--- src/rtl/dct_coef_collector.sv ---
// Collects CORDIC (x2,y2) pairs of an 8-point DCT block, normalises each word and streams
// the coefficients out in natural order through a two-bank ping-pong buffer.
module dct_coef_collector #(
   parameter int unsigned M        = 23,
   parameter int unsigned E        = 8,
   parameter int unsigned LAT      = 16,
   parameter int unsigned SCALE_SH = 1
) (
   input  logic         clk,
   input  logic         clr,
   input  logic         in_valid,
   input  logic [M+E:0] x2,
   input  logic [M+E:0] y2,
   output logic [M+E:0] out_data,
   output logic [2:0]   out_idx,
   output logic         out_valid,
   input  logic         out_ready,
   output logic         out_last,
   output logic         overflow,
   output logic         busy
);

   localparam int unsigned W = M + E + 1;
   localparam logic [E-1:0] ExpMax = '1;
   localparam logic [E-1:0] ExpSh  = E'(SCALE_SH);

   typedef enum logic [0:0] {StIdle, StDrain} state_t;

   // Inf/NaN pass through; anything that would underflow becomes a signed zero.
   function automatic logic [W-1:0] norm(input logic [W-1:0] w);
      logic [E-1:0] ex;
      ex = w[W-2:M];
      if (ex == ExpMax) begin
         norm = w;
      end else if (ex <= ExpSh) begin
         norm = {w[W-1], {(W-1){1'b0}}};
      end else begin
         norm = {w[W-1], ex - ExpSh, w[M-1:0]};
      end
   endfunction

   function automatic logic [2:0] x_addr(input logic [1:0] k);
      unique case (k)
         2'd0:    x_addr = 3'd0;
         2'd1:    x_addr = 3'd2;
         2'd2:    x_addr = 3'd1;
         default: x_addr = 3'd5;
      endcase
   endfunction

   function automatic logic [2:0] y_addr(input logic [1:0] k);
      unique case (k)
         2'd0:    y_addr = 3'd4;
         2'd1:    y_addr = 3'd6;
         2'd2:    y_addr = 3'd7;
         default: y_addr = 3'd3;
      endcase
   endfunction

   logic [LAT-1:0] vdly_q;
   logic [1:0]     k_q;
   logic           wr_q;
   logic           rd_q;
   logic [1:0]     full_q;
   logic [1:0]     full_d;
   logic           ovf_q;
   logic [W-1:0]   mem [16];

   state_t         st_q;
   logic           ov_q;
   logic           last_q;
   logic [2:0]     idx_q;
   logic [2:0]     idx_nxt;
   logic [W-1:0]   data_q;

   logic           res_v;
   logic           accept;
   logic           drop;
   logic           set_full;
   logic           drain_done;

   assign res_v      = vdly_q[LAT-1];
   assign drop       = res_v && (k_q == 2'd0) && full_q[wr_q];
   assign accept     = res_v && !drop;
   assign set_full   = accept && (k_q == 2'd3);
   assign drain_done = (st_q == StDrain) && out_ready && (idx_q == 3'd7);
   assign idx_nxt    = idx_q + 3'd1;

   // Writes only target a non-full bank and drains only a full one, so the two never collide.
   always_comb begin
      full_d = full_q;
      if (set_full) begin
         full_d[wr_q] = 1'b1;
      end
      if (drain_done) begin
         full_d[rd_q] = 1'b0;
      end
   end

   always_ff @(posedge clk or negedge clr) begin
      if (!clr) begin
         vdly_q <= '0;
         k_q    <= 2'd0;
         wr_q   <= 1'b0;
         full_q <= 2'b00;
         ovf_q  <= 1'b0;
      end else begin
         vdly_q <= {vdly_q[LAT-2:0], in_valid};
         full_q <= full_d;
         if (drop) begin
            ovf_q <= 1'b1;
         end
         if (accept) begin
            k_q <= k_q + 2'd1;
         end
         if (set_full) begin
            wr_q <= ~wr_q;
         end
      end
   end

   always_ff @(posedge clk) begin
      if (accept) begin
         mem[{wr_q, x_addr(k_q)}] <= norm(x2);
         mem[{wr_q, y_addr(k_q)}] <= norm(y2);
      end
   end

   always_ff @(posedge clk or negedge clr) begin
      if (!clr) begin
         st_q   <= StIdle;
         rd_q   <= 1'b0;
         ov_q   <= 1'b0;
         last_q <= 1'b0;
         idx_q  <= 3'd0;
         data_q <= '0;
      end else begin
         unique case (st_q)
            StIdle: begin
               if (full_q[rd_q]) begin
                  st_q   <= StDrain;
                  ov_q   <= 1'b1;
                  idx_q  <= 3'd0;
                  last_q <= 1'b0;
                  data_q <= mem[{rd_q, 3'd0}];
               end
            end
            StDrain: begin
               if (out_ready) begin
                  if (idx_q == 3'd7) begin
                     rd_q   <= ~rd_q;
                     idx_q  <= 3'd0;
                     last_q <= 1'b0;
                     // Chain straight into the other bank when it is already waiting.
                     if (full_q[~rd_q]) begin
                        data_q <= mem[{~rd_q, 3'd0}];
                     end else begin
                        st_q <= StIdle;
                        ov_q <= 1'b0;
                     end
                  end else begin
                     idx_q  <= idx_nxt;
                     last_q <= (idx_nxt == 3'd7);
                     data_q <= mem[{rd_q, idx_nxt}];
                  end
               end
            end
            default: st_q <= StIdle;
         endcase
      end
   end

   assign out_data  = data_q;
   assign out_idx   = idx_q;
   assign out_valid = ov_q;
   assign out_last  = last_q;
   assign overflow  = ovf_q;
   assign busy      = (|vdly_q) | (k_q != 2'd0) | full_q[0] | full_q[1];

endmodule

--- config.mk ---
export PLATFORM = sky130hd
export DESIGN_NAME = dct_coef_collector
export DESIGN_NICKNAME = d
export VERILOG_FILES = /design/src/rtl/dct_coef_collector.sv
export SDC_FILE = /design/constraint.sdc
export NUM_CORES = 1
export LEC_CHECK = 0
export CAP_MARGIN = 5
export CORE_ASPECT_RATIO = 1.5
export CORE_MARGIN = 5
export CORE_UTILIZATION = 50
export DETAILED_ROUTE_END_ITERATION = 8
export HOLD_SLACK_MARGIN = 0.03
export MAX_ROUTING_LAYER = met4
export PLACE_DENSITY = 0.67
export SYNTH_ARGS = -nofsm -noshare
export SYNTH_HDL_FRONTEND = slang
export SYNTH_SLANG_ARGS = --single-unit
--- constraint.sdc ---
create_clock -name clk -period 7.9 [get_ports clk]
set_input_delay 1.58 -clock clk [delete_from_list [all_inputs] [get_ports clk]]
set_output_delay 1.58 -clock clk [all_outputs]
set_load 0.02 [all_outputs]
==> qor.yml <==
synthesis:
  yosys.area.top_type_share_pct: 52.0
  ys_types: 68
  syn_area_mm2: 0.0296
  yosysTopAreaCell: "edfxtp_1"
  synth-seq-area-share_pct: 57.1
  ys_seq_elements: 573
  ys.flop_type: "edfxtp_1"
  ys_top_cells_by_area: "edfxtp_1, mux2i_1, o21ai_0"
  yosys_warnings: 0
  synth_edf_count: 512
  avgSynthCellArea_um2: 12.0
  synthesis.nets: 2549
  postSynthCellCount: 2466
  async_flop_share_pct: 10.6
cells_and_area:
  insertedDiodeCount: 0
  drive_above_1_share_pct: 11.0
  synthToLayoutAreaGrowth_pct: 10.7
  finalNetCount: 2507
  fin_cells: 3247
  final_util_pct: 55.7
worst_setup_path:
  reg2reg_slack_ns: 3.69
  cp-end-kind: "primary output"
  r2r_end: "out_data[17]"
  worst-path-buf-inv: 3
  crit_path_start_kind: "flop"
  r2r-start: "out_idx[0]"
  path_class: "flop to primary output"
  critPathSlowestCell: "clkinv_1"
  r2r_cells: 6
  cpPeakStageDelay_ns: 0.55
  worstPathCellList: "inv_1, ha_1, clkinv_1, nor4_1, nand4_1, or4_1, clkdlybuf4s50_1"
  cp.required_ns: 6.32
  crit_family: "buffers and inverters"
  path_max_fanout: 9
  crit_arrival_ns: 3.69
power_and_ir_drop:
  power_frac_comb_pct: 35.1
  sequentialPowerShare_pct: 39.4
  ir_drop_mv: 0.407
  swShare_pct: 35.5
  leakage_nw: 12.6
  p_int_mw: 6.79
  power_density_mw_per_mm2: 321
  power_switching_mw: 3.73
  power_frac_clock_pct: 25.6
placed_design:
  portBuffers: 106
  gp_congestion: 0.827
  hpwl_mm: 48.8
  dp_cells: 3143
floorplan:
  ios: 107
  dieArea_mm2: 0.0642
  fp.dieH_um: 308
  core-area_mm2: 0.0588
  core.rowCount: 109
  start_util_pct: 50.3
  die_w_um: 209
grt:
  grt.total_usage_pct: 29.4
  grt_overflow: 0
  grt_pass1_vias: 21400
  grt_max_degree: 108
  antenna_found_initial: 0
  grt_pass1_wl_mm: 137
timing:
  rsz0062_at_grt: "false"
  fin_tns_setup_ns: 0
  slew_headroom_pct: 10.7
  fmaxAchievable_ghz: 0.190
  drv_slew: 0
  worst_clock_skew_ns: 0.0170
  hold_violations: 0
  finalCritPeriodShare_pct: 66.7
  worst_pin_slew_ns: 1.34
  finalSetupViolCount: 0
  fin_crit_ns: 5.27
clock_network:
  cts_resized: 0
  htreeDepth: 2
  cts_tree: "yes"
  cts_root_buf: "clkbuf_16"
  cts_sinks: 573
  cts_max_path_buffers: 3
  numCtsBuffers: 55
  cts_setup_buffers: 0
  clk_pin_slew_ns: 0.06
  holdBufCountCts: 0
  clk_latency_ns: 0.60
drt:
  postRouteAntennaNets: 0
  via_count: 21600
  drt-pass1-iter-count: 9
  wire_per_inst_um: 28.9
  post-route-drc-count: 0
  avgViaCountPerCell: 6.66
  wl_mm: 93.9
  first_iter_violations: 2678
min_path:
  hold_end: "vdly_q[13]"
  min-delay-start: "vdly_q[12]"
  hold_path_depth: 0
  hp-class: "flop to flop"
outcome:
  status: "finished clean"
run:
  drv_cap: 0
==> cells in the mapped netlist, drive strengths merged, types with 15 or more instances <==
cell type  instances
nand3             42
buf              116
mux2i            317
o22ai             16
inv               37
nor2              18
mux2              18
nand2            395
mux4              64
a31oi            106
clkbuf           141
dfrtp             61
o22a              16
a22oi             81
o21ai            391
ha                15
a221o             16
edfxtp           512
a21oi             26
==> power by group through the flow <==
| stage | sequential (mW) | combinational, mW | clock (mW) |
|---|---|---|---|
| finish | 4.14 | 3.69 | 2.69 |
| global route | 4.18 | 3.89 | 2.84 |
| CTS | 4.14 | 3.64 | 2.71 |
| detailed placement | 4.20 | 3.64 | 0 |
| global placement | 4.17 | 3.55 | 0 |
| floorplan | 4.16 | 2.40 | 0 |
==> cell type report <==
cell class | count | area, µm²
Inverter | 38 | 143
Multi-Input combinational cell | 1598 | 11400
Timing Repair Buffer | 158 | 1460
Clock buffer | 89 | 1620
Tap cell | 777 | 972
Fill cell | 4759 | 26000
Sequential cell | 573 | 16900
Clock inverter | 14 | 193
==> cells in the final DEF, fill, tap and decap left out, types with 5 or more instances in the layout <==
| cell type | instances |
|---|---|
| edfxtp_1 | 512 |
| o21ai_0 | 385 |
| nand2_1 | 371 |
| mux2i_1 | 314 |
| a31oi_1 | 106 |
| clkdlybuf4s50_1 | 105 |
| a22oi_1 | 81 |
| dfrtp_1 | 58 |
| clkbuf_16 | 57 |
| mux4_2 | 55 |
| buf_4 | 52 |
| inv_1 | 37 |
| nand3_1 | 37 |
| clkbuf_1 | 25 |
| a21oi_1 | 24 |
| nand2_2 | 24 |
| mux2_2 | 18 |
| a221o_1 | 16 |
| o22a_1 | 16 |
| o22ai_1 | 16 |
| ha_1 | 15 |
| nor2_1 | 10 |
| mux4_1 | 9 |
| nor2_4 | 8 |
| nand4_1 | 7 |
| clkinv_2 | 7 |
| clkbuf_8 | 7 |
| nor4_1 | 6 |
| nor3_1 | 5 |
| and3_2 | 5 |
| bufinv_16 | 5 |
==> worst reg2reg max path, delay by kind of cell, from the launching register on <==
family,cells,cell delay [ns]
AOI/OAI and AO/OA,3,0.46
buffers and inverters,2,1.92
DFF,1,0.97
muxes,1,0.68
==> worst max-delay path by stage <==
stage                      end  slack, ns  depth (start not counted)  startpoint
detailed placement  mem[5][25]       2.25                          7      x2[23]
CTS                       busy       2.61                          7      k_q[0]
global route              busy       2.45                          7      k_q[0]
floorplan            mem[5][0]       4.04                          6      k_q[0]
finish                    busy       2.63                          7      k_q[0]
global placement    mem[3][25]       2.48                          7      x2[23]
==> routing by layer <==
metal	vias to the layer above	share of wire [%]	routed length [µm]	GRT usage (%)
li1	9221	-	-	-
met1	10700	37	35100	37.8
met2	1393	48	44600	47.0
met3	271	10	9720	4.96
met4	0	4.7	4390	11.8
met5	-	0	0	-
==> cells by family after synthesis <==
family                     synth area share [%]
AOI/OAI and AO/OA                          13.2
xor gates and xnor gates                  0.178
adders and majority gates                 0.634
buffers and inverters                      4.95
DFF                                        57.1
muxes                                      16.4
and+or+nand+nor                            7.52
==> sequential cells by signal, indices dropped and copies added (netlist names), 2 cells and up <==
signal and cells:
vdly_q 16, k_q 2, out_idx 3, out_data 32, full_q 2, mem 512
==> metrics by stage <==
stage                     area, µm²  power (mW)  setup WS, ns  hold slack [ns]
final                         32700        10.5          2.63            0.378
after global routing          32700        10.9          2.45            0.391
after CTS                     32700        10.5          2.61            0.384
after detailed placement      30900        7.84          2.25            0.365
after global placement        30900        7.72          2.48            0.354
after floorplan               29600        6.56          4.04            0.346
No activity file was read; power rests on OpenSTA's default activity.
